[src/rtl/diamond_collect_ctrl_pkg.sv]
// Shared game definitions: diamond FSM states, edge-code bit positions and
// the BCD digit type used by the score display.
package diamond_collect_ctrl_pkg;

    typedef enum logic {
        VISIBLE = 1'b0,
        HIDDEN  = 1'b1
    } state_t;

    // Edge code layout is {Left, Top, Right, Bottom}.
    localparam int EDGE_LEFT   = 3;
    localparam int EDGE_TOP    = 2;
    localparam int EDGE_RIGHT  = 1;
    localparam int EDGE_BOTTOM = 0;

    typedef logic [3:0] bcd_digit_t;

endpackage

[src/rtl/diamond_collect_ctrl_score.sv]
// Two-digit BCD score counter that increments on inc and saturates at
// SCORE_MAX.
module bcd_score_counter
    import diamond_collect_ctrl_pkg::*;
#(
    parameter int SCORE_MAX = 99
) (
    input  logic       clk,
    input  logic       resetN,
    input  logic       inc,
    output bcd_digit_t tens,
    output bcd_digit_t ones
);

    localparam bcd_digit_t MAX_TENS = bcd_digit_t'(SCORE_MAX / 10);
    localparam bcd_digit_t MAX_ONES = bcd_digit_t'(SCORE_MAX % 10);

    logic at_max;
    assign at_max = (tens == MAX_TENS) && (ones == MAX_ONES);

    always_ff @(posedge clk) begin
        if (!resetN) begin
            tens <= '0;
            ones <= '0;
        end else if (inc && !at_max) begin
            if (ones == 4'd9) begin
                ones <= '0;
                tens <= tens + 4'd1;
            end else begin
                ones <= ones + 4'd1;
            end
        end
    end

endmodule

[src/rtl/diamond_collect_ctrl.sv]
// Diamond collect controller: records player/diamond overlap during a frame,
// commits a collect at the next start of frame, then hides the diamond.
module diamond_collect_ctrl
    import diamond_collect_ctrl_pkg::*;
#(
    parameter int RESPAWN_FRAMES = 120,
    parameter int SCORE_MAX      = 99
) (
    input  logic       clk,
    input  logic       resetN,
    input  logic       startOfFrame,
    input  logic       diamondDrawingRequest,
    input  logic       playerDrawingRequest,
    input  logic [3:0] diamondHitEdgeCode,
    output logic       drawingRequest,
    output logic       collectPulse,
    output logic [3:0] collectEdge,
    output logic [3:0] scoreTens,
    output logic [3:0] scoreOnes
);

    state_t     state;
    state_t     state_next;
    logic       hit_flag;
    logic [3:0] edge_acc;
    logic [7:0] frame_cnt;
    logic       overlap;
    logic       commit;

    assign overlap        = (state == VISIBLE) && diamondDrawingRequest && playerDrawingRequest;
    assign commit         = startOfFrame && (state == VISIBLE) && hit_flag;
    assign drawingRequest = diamondDrawingRequest && (state == VISIBLE);

    always_ff @(posedge clk) begin
        if (!resetN) begin
            state <= VISIBLE;
        end else begin
            state <= state_next;
        end
    end

    // NOTE: next state gets a default before the case so no path leaves it
    // unassigned, which would otherwise infer a latch.
    always_comb begin
        state_next = state;
        case (state)
            VISIBLE: if (commit) state_next = HIDDEN;
            HIDDEN:  if (startOfFrame && frame_cnt <= 8'd1) state_next = VISIBLE;
            default: state_next = VISIBLE;
        endcase
    end

    // NOTE: all registered state uses non-blocking assignments so every
    // flop samples pre-edge values regardless of statement order.
    always_ff @(posedge clk) begin
        if (!resetN) begin
            hit_flag <= 1'b0;
            edge_acc <= '0;
        end else if (startOfFrame) begin
            // The clear at frame start loses to an overlap in the same cycle.
            hit_flag <= overlap;
            edge_acc <= overlap ? diamondHitEdgeCode : 4'h0;
        end else if (overlap) begin
            hit_flag <= 1'b1;
            edge_acc <= edge_acc | diamondHitEdgeCode;
        end
    end

    always_ff @(posedge clk) begin
        if (!resetN) begin
            frame_cnt    <= '0;
            collectPulse <= 1'b0;
            collectEdge  <= '0;
        end else begin
            collectPulse <= commit;
            if (commit) begin
                frame_cnt   <= 8'(RESPAWN_FRAMES);
                collectEdge <= edge_acc;
            end else if (state == HIDDEN && startOfFrame && frame_cnt != 8'd0) begin
                frame_cnt <= frame_cnt - 8'd1;
            end
        end
    end

    bcd_score_counter #(
        .SCORE_MAX(SCORE_MAX)
    ) u_score (
        .clk   (clk),
        .resetN(resetN),
        .inc   (commit),
        .tens  (scoreTens),
        .ones  (scoreOnes)
    );

endmodule

[config.mk]
export PLATFORM = sky130hd
export DESIGN_NAME = diamond_collect_ctrl
export DESIGN_NICKNAME = d
export VERILOG_FILES = /design/src/rtl/diamond_collect_ctrl_pkg.sv /design/src/rtl/diamond_collect_ctrl_score.sv /design/src/rtl/diamond_collect_ctrl.sv
export SDC_FILE = /design/constraint.sdc
export NUM_CORES = 1
export LEC_CHECK = 0
export ABC_AREA = 0
export ABC_CLOCK_PERIOD_IN_PS = 3200
export BUFFER_PORTS_ARGS = -buffer_cell sky130_fd_sc_hd__buf_2
export CAP_MARGIN = 20
export CORE_AREA = 3 3 51 53
export DETAILED_ROUTE_END_ITERATION = 10
export DIE_AREA = 0 0 54 56
export PLACE_DENSITY = 0.77
export SYNTH_ARGS = -nofsm -noshare
export SYNTH_HDL_FRONTEND = slang
export SYNTH_SLANG_ARGS = --single-unit
[constraint.sdc]
create_clock -name clk -period 3.2 [get_ports clk]
set_clock_uncertainty 0.2 [all_clocks]
set_input_delay 0.16 -clock clk [delete_from_list [all_inputs] [get_ports clk]]
set_output_delay 0.16 -clock clk [all_outputs]
set_load 0.005 [all_outputs]
; Word level (Yosys, flattened, before mapping)
; Cells that the tools add are included.
[totals]
output_inout_bits = 14
word_cells = 44
register_bits = 27
[classes]
n_eq_ne = 2
n_reduce_logical = 15
add_sub_neg = 3
magnitude_cmp = 1
muxes = 11
bitwise_logic = 3
[ops]
columns = op, count
row1 = two-way mux 4 bit, 4
row2 = two-way mux 7 bit, 2
row3 = logical AND 1 bit, 9
row4 = adder 4 x 1 -> 4 bit (second input constant), 2
row5 = equality test 4 bit (second input constant), 2
row6 = <= comparator 8 x 1 -> 1 bit (second input constant), 1
row7 = nonzero test 8 bit, 1
row8 = subtractor 8 x 1 -> 8 bit (second input constant), 1
row9 = two-way mux 1 bit, 4
row10 = bitwise OR 4 bit, 1
row11 = nonzero test 2 bit, 2
row12 = inverter 1 bit, 2
row13 = one-hot mux 1 bit (2 select lines), 1
row14 = AND reduction 2 bit, 1
row15 = OR reduction 2 bit, 1
row16 = zero test 1 bit, 1

; Depth between registers and ports, before layout
; Gate-level depths: netlist (run 1).
[logic_depth]
word_depth = 5
ltp_mapped = 7

; Modules after synthesis
; A second synthesis (run 1) with hierarchy kept.
[hier_totals]
cells_unflattened = 138
area_unflattened_um2 = 1271.2
[modules_own_cells]
columns = module, instances, area_each_um2, cells_each, seq_area_each_um2
row1 = diamond_collect_ctrl, 1, 823.3, 93, 380.4
row2 = bcd_score_counter, 1, 447.9, 45, 160.2

; Worst setup path after synthesis (run 1)
; No wires, ideal clock.
[synth_path]
path_type = flip-flop to flip-flop
startpoint = register frame_cnt[0]
endpoint = register frame_cnt[3]
path_slack_ns = 1.544
required_time_ns = 2.870
path_buffers = 1
arrival_time_ns = 1.326
path_stages_with_launch = 8
synth_period_minus_slack_ns = 1.656
path_cell_list = dfxtp_1 -> inv_1 -> ha_1 -> nor3b_1 -> a21oi_2 -> buf_6 -> nand4_1 -> nor3b_1
[synth_between]
elab_chain_len = 3
[synth_lines]
columns = element, line
row1 = from (decl), diamond_collect_ctrl.sv:26  ; logic [7:0] frame_cnt;
row2 = from (signal assigned), diamond_collect_ctrl.sv:77  ; frame_cnt <= 8'(RESPAWN_FRAMES);
row3 = from (signal assigned), diamond_collect_ctrl.sv:80  ; frame_cnt <= frame_cnt - 8'd1;
row4 = subtractor 8 x 1 -> 8 bit or nonzero test 8 bit (tied branches), "diamond_collect_ctrl.sv:80, diamond_collect_ctrl.sv:79"
row5 = two-way mux 7 bit or logical AND 1 bit (tied branches), diamond_collect_ctrl.sv:79  ; end else if (state == HIDDEN && startOfFrame && frame_cnt != 8'd0) begin
row6 = two-way mux 7 bit or nonzero test 2 bit (tied branches), --
; Parallel ways exist; a longest one is shown, timed or not. The select of a mux whose other input is x is not followed.
; A chain may end at the register's enable or synchronous reset.

; Worst setup path in the final report (run 1)
; Same ends and word-level chain as after synthesis.

==> results of run 1 <==
## cell usage after synthesis, types with 3 or more instances
master | number | area (um^2)
xnor2_1 | 3 | 26.3
xor2_1 | 3 | 26.3
nor3_1 | 6 | 30.0
inv_1 | 7 | 26.3
a22oi_1 | 4 | 30.0
and4_2 | 3 | 30.0
a21oi_1 | 8 | 40.0
nor2_1 | 16 | 60.1
nand4_1 | 5 | 31.3
nand2_1 | 13 | 48.8
ha_1 | 5 | 62.6
a311oi_1 | 4 | 35.0
dfxtp_1 | 27 | 541
nand3_1 | 3 | 15.0
## layer usage
metal / vias up / routed length (um) / part of all wire, %
met1: 529 / 1090 / 42
met4: 0 / 28 / 1.1
met3: 4 / 111 / 4.3
met2: 29 / 1340 / 52
met5: - / 0 / 0
li1: 533 / - / -
## power groups by stage
stage          clock (mW)  combinational [mW]  sequential, mW
3_3_place_gp            0              0.0457           0.359
2_1_floorplan           0              0.0339           0.358
5_1_grt             0.161              0.0586           0.354
3_5_place_dp            0              0.0480           0.360
6_report            0.143              0.0531           0.352
4_1_cts             0.150              0.0527           0.352
## timing repair
action,in CTS,in global routing
setup endpoints to repair,0,0
hold buffers,5,0
endpoints found under the hold margin,9,0
## critical path, delay by kind of cell, from the launching register on
kind	cells	cell delay, ns
AOI/OAI and AO/OA	2	0.71
DFF	1	0.43
and+or+nand+nor	2	0.36
adders and majority gates	1	0.19
buffers and inverters	1	0.08
## flip-flops by register name (all words and copies together) (netlist names)
register and flops:
state 1, collectEdge 4, hit_flag 1, frame_cnt 8, u_score.ones 4, edge_acc 4, u_score.tens 4, collectPulse 1
## per-stage QoR
step                area (um^2)  power [mW]  hold WS (ns)
detailed placement         1350       0.408         0.203
global placement           1350       0.404         0.192
CTS                        1430       0.555        0.0616
global route               1430       0.573         0.103
finish                     1430       0.549        0.0848
floorplan                  1230       0.392        0.0934
## logic make-up (layout without fill, tap and decap cells)
logic type	count (synthesis)	after routing	share of synthesized area, %
simple gates	59	59	26.8
flops	27	27	43.9
compound gates	25	25	14.6
buf+inv	12	38	4.47
xor+xnor	6	6	4.27
fa+ha+maj	5	5	5.08
mux	1	1	0.813
## layout make-up
| class | instances | area, um^2 | area share (%) |
|---|---|---|---|
| Sequential cell | 27 | 541 | 37.9 |
| Clock buffer | 3 | 22.5 | 1.58 |
| Clock inverter | 1 | 5.00 | 0.351 |
| Tap cell | 28 | 35.0 | 2.46 |
| Multi-Input combinational cell | 96 | 636 | 44.6 |
| Timing Repair Buffer | 27 | 160 | 11.2 |
| Inverter | 7 | 26.3 | 1.84 |
## worst min path at each step
stage                     startpoint  slack [ns]               to
2_1_floorplan                 resetN        0.09  u_score.tens[1]
3_3_place_gp   diamondHitEdgeCode[0]        0.19      edge_acc[0]
3_5_place_dp   diamondHitEdgeCode[3]        0.20      edge_acc[3]
4_1_cts         playerDrawingRequest        0.06         hit_flag
5_1_grt                 startOfFrame        0.10            state
6_report        playerDrawingRequest        0.08         hit_flag
==> flow_summary.yaml, run 1 <==
critical_path:
  cp.arrival_ns: 2.08
  slowest_stage: "a21oi_2"
  reg2reg_depth: 6
  endpoint: "frame_cnt[3]"
  startpoint: "frame_cnt[0]"
  worstPathRequired_ns: 3.25
  crit_top_cell: "nor3b_1"
  worstSetupPathType: "reg2reg"
  rr_startpoint: "frame_cnt[0]"
  cp_cell_sequence: "inv_1 > ha_1 > nor3b_1 > a21oi_2 > a311oi_1 > nor3b_1"
  path_max_fanout: 15
  start_kind: "register"
  cp-end-kind: "register"
  critPathMaxStageDelay_ns: 0.51
  r2r_setup_slack_ns: 1.16
  r2r-end: "frame_cnt[3]"
clocking:
  clock-sinks: 27
  post_cts_resized: 0
  cts.clk_slew.worst_paths_ns: 0.14
  cts_tree: "done"
  numCtsBuffers: 3
  cts.root.buffer_cell: "clkbuf_4"
  cts_max_level: 1
  insertion_delay_ns: 0.32
  clock_path_buffers: 2
  cts_setup_buffers: 0
yosys:
  synth_cell_types: 37
  syn-cell-area_um2: 1230
  yosys_warnings: 0
  syn-num-nets: 149
  syn_avg_cell_area_um2: 9.12
  ys_ff_latch: 27
  netlist_instances: 135
  synth_top_flop_cell: "dfxtp_1"
  synthArstFlopShare_pct: 0
  synth_seq_area_share_pct: 43.9
  synth-edff-count: 0
pwr:
  clkPwrFrac_pct: 26.1
  powerDensity_nw_per_um2: 385
  p_int_uw: 415
  pwr-share-comb_pct: 9.7
  power_leakage_nw: 0.596
  seqPwrFrac_pct: 64.2
  ir_worst_vdd_mv: 0.279
  switchingPower_uw: 133
  swShare_pct: 24.3
place:
  hpwl_mm: 1.84
  place_inst: 180
  pre_cts_ws_ns: 1.20
  io_buffers: 22
  place_congestion: 0.803
floorplanning:
  rows: 17
  ios: 23
  fp.dieH_um: 56
  start_util_pct: 56.2
  die_w_um: 54
  die_area_um2: 3020
  core_um2: 2190
final_layout:
  layout.nets: 176
  layout_common_cells: "27 x dfxtp_1, 22 x buf_2, 16 x nor2_1"
  drive_gt1_share_pct: 21.7
  post-route-util_pct: 65.0
  final_cells: 189
  diodes: 0
  syn_to_final_growth_pct: 15.8
  mostFrequentLayoutCell: "dfxtp_1"
  fillers: 187
global_routing:
  grt_busiest_layer: "met2"
  grtUsageMet1_pct: 21.3
  met3_usage_pct: 4.56
  antenna_found_initial: 0
  grt_pass1_wl_mm: 4.49
  grt_pass1_vias: 1124
  grt_use_total_pct: 19.3
  use_met2_pct: 34.4
  grt_start_max_net_pins: 23
  overflow: 0
timing:
  slew_violations: 0
  post-route-min-period_ns: 2.04
  setup_slack_ns: 1.16
  relSlewSlack_pct: 55.7
  worstMarginPinSlew_ns: 0.663
  final_hold_viol_count: 0
  period_share_pct: 63.6
  setup-violations-final: 0
  rsz0062_at_grt: "no"
  clock.fmax_mhz: 491
  setup_tns_ns: 0
route:
  viasPerCell: 5.79
  wl_per_cell_um: 13.6
  postRouteAntennaNets: 0
  wirelength_mm: 2.57
  drc: 0
  first_iter_violations: 20
  drt_pass1_iterations: 4
  vias: 1095
min_path:
  worstHoldPathType: "in2reg"
  holdPathStages: 4
status:
  status: "complete, no violations"
run:
  cap_violations: 0
Power figures use the tool's default switching activity.
==> run 2: changes to the inputs <==
--- a/config.mk
+++ b/config.mk
@@ -6,13 +6,13 @@
 export NUM_CORES = 1
 export LEC_CHECK = 0
 export ABC_AREA = 0
-export ABC_CLOCK_PERIOD_IN_PS = 3200
+export ABC_CLOCK_PERIOD_IN_PS = 1700
 export BUFFER_PORTS_ARGS = -buffer_cell sky130_fd_sc_hd__buf_2
 export CAP_MARGIN = 20
-export CORE_AREA = 3 3 51 53
+export CORE_AREA = 3 3 55 57
 export DETAILED_ROUTE_END_ITERATION = 10
-export DIE_AREA = 0 0 54 56
-export PLACE_DENSITY = 0.77
+export DIE_AREA = 0 0 58 60
+export PLACE_DENSITY = 0.69
 export SYNTH_ARGS = -nofsm -noshare
 export SYNTH_HDL_FRONTEND = slang
 export SYNTH_SLANG_ARGS = --single-unit
==> constraint.sdc (replaced) <==
create_clock -name clk -period 1.7 [get_ports clk]
set_clock_uncertainty 0.2 [all_clocks]
set_input_delay 0.085 -clock clk [delete_from_list [all_inputs] [get_ports clk]]
set_output_delay 0.085 -clock clk [all_outputs]
set_load 0.005 [all_outputs]
==> run 2 against run 1 <==
Net effect:
- final cell count increased by 7.9%
- power increased by 93%
- worst setup slack got worse by 1.1 ns
- sequential power rose by 88%
- first-iteration DRC count rose to 2.7 times the previous value
- sequential share of layout area shrank 3.6 points
- maximum frequency grew 23%
- highest routed layer unchanged
- flip-flop and latch count stayed put
- global-route usage down 2.2 points
- final area is 12% higher
==> flow_summary.yaml, run 2 (synthesis gave the netlist of run 1 again) <==
min_path:
  min-delay-start: "startOfFrame"
  worstHoldPathType: "in2reg"
  holdPathStages: 4
  whs_endpoint: "state"
route:
  vias: 1128
  drc: 0
  drt_pass1_iterations: 5
  first_iter_violations: 54
  wl_per_cell_um: 13.3
  postRouteAntennaNets: 0
  wirelength_mm: 2.71
  viasPerCell: 5.53
clocking:
  clock-sinks: 27
  clock_path_buffers: 2
  cts.root.buffer_cell: "clkbuf_4"
  insertion_delay_ns: 0.32
  cts_max_level: 1
  cts_tree: "done"
  cts.clk_slew.worst_paths_ns: 0.15
  numCtsBuffers: 3
pwr:
  p_int_uw: 801
  pwr-share-comb_pct: 11.8
  total_power_mw: 1.06
  power_leakage_nw: 0.679
  switchingPower_uw: 259
  clkPwrFrac_pct: 25.7
  swShare_pct: 24.5
  seqPwrFrac_pct: 62.5
  ir_worst_vdd_mv: 0.457
  powerDensity_nw_per_um2: 664
timing:
  final_hold_viol_count: 0
  setup-violations-final: 0
  rsz0062_at_grt: "yes"
  slew_violations: 0
  post-route-min-period_ns: 1.66
  clock.fmax_mhz: 602
  period_share_pct: 97.7
  relSlewSlack_pct: 68.7
  worstMarginPinSlew_ns: 0.467
floorplanning:
  rows: 18
  fp.dieH_um: 60
  ios: 23
  die_w_um: 58
  core_um2: 2520
  start_util_pct: 48.8
  die_area_um2: 3480
final_layout:
  diodes: 0
  final_area_um2: 1600
  fillers: 218
  layout.nets: 189
  regMostFlops: "frame_cnt"
  largest_register_ffs: 8
  layout_common_cells: "23 x dfxtp_1, 22 x buf_2, 16 x nor2_1"
  syn_to_final_growth_pct: 29.7
  mostFrequentLayoutCell: "dfxtp_1"
  drive_gt1_share_pct: 35.1
  multi_input_area_um2: 689
  regArea_um2: 548
place:
  hpwl_mm: 1.86
  placed_cell_area_um2: 1410
  io_buffers: 22
  place_congestion: 0.858
critical_path:
  cp.arrival_ns: 1.69
  r2r_setup_slack_ns: 0.04
  reg2reg_depth: 7
  worstPathRequired_ns: 1.73
  startpoint: "frame_cnt[1]"
  rr_startpoint: "frame_cnt[1]"
  cp-end-kind: "register"
  start_kind: "register"
  worstSetupPathType: "reg2reg"
  r2r-end: "frame_cnt[3]"
  path_max_fanout: 5
global_routing:
  overflow: 0
  grt_start_max_net_pins: 17
  grt_use_total_pct: 17.1
  antenna_found_initial: 0
  grt_pass1_wl_mm: 4.64
  grt_pass1_vias: 1074
status:
  status: "complete, no violations"
run:
  cap_violations: 0
[run 2: layout make-up]
type                       instances  area share [%]
clock buffer                       3            1.41
multi-input combinational         96            43.2
sequential                        27            34.3
inverter                           7            1.65
timing repair buffer              40            16.6
clock inverter                     1           0.470
tap                               30            2.35
[run 2: worst max-delay path by stage]
stage | slack [ns] | endpoint
6_report | 0.04 | frame_cnt[3]
3_3_place_gp | 0.06 | frame_cnt[3]
5_1_grt | -0.08 | frame_cnt[3]
4_1_cts | 0.008 | frame_cnt[3]
3_5_place_dp | -0.05 | frame_cnt[3]
2_1_floorplan | 0.04 | frame_cnt[3]
[run 2: timing repair]
action                     4_1_cts  5_1_grt
gates resized for setup          3       17
setup buffers                    0        4
hold buffers                     5        0
hold endpoints to repair        10        0
setup endpoints to repair        2        6
pin swaps                        1        6
gates cloned                     0        1
[run 2: routing by layer]
layer | vias up | wire length (um) | global-route usage [%]
li1 | 558 | - | -
met1 | 535 | 1160 | 20.3
met2 | 33 | 1390 | 30.6
met3 | 2 | 142 | 2.59
met4 | 0 | 13 | 6.95
met5 | - | 0 | 0
[run 2: per-stage QoR]
step | setup slack (ns) | cells | hold slack, ns | TNS (ns) | utilization [%]
final | 0.0389 | 204 | 0.0197 | 0 | 63.3
after global routing | -0.0806 | 204 | 0.0223 | -0.263 | 63.3
after CTS | 0.00799 | 199 | 0.00850 | 0 | 59.7
after detailed placement | -0.0461 | 190 | 0.126 | -0.0461 | 55.9
after global placement | 0.0593 | 190 | 0.121 | 0 | 55.9
after floorplan | 0.0439 | 135 | 0.0184 | 0 | -
[run 2: critical path: stages, from the launching register on]
cell      delay [ns]
dfxtp_2         0.37
inv_2           0.05
ha_4            0.14
nor3b_4         0.14
a21oi_2         0.24
buf_6           0.16
a311oi_2        0.09
nor3b_1         0.20
[run 2: power groups by stage]
stage | clock [mW] | combinational (mW) | sequential [mW]
after global routing | 0.314 | 0.140 | 0.664
after detailed placement | 0 | 0.0996 | 0.674
after global placement | 0 | 0.0961 | 0.674
after CTS | 0.285 | 0.109 | 0.661
final | 0.273 | 0.125 | 0.662
after floorplan | 0 | 0.0638 | 0.674
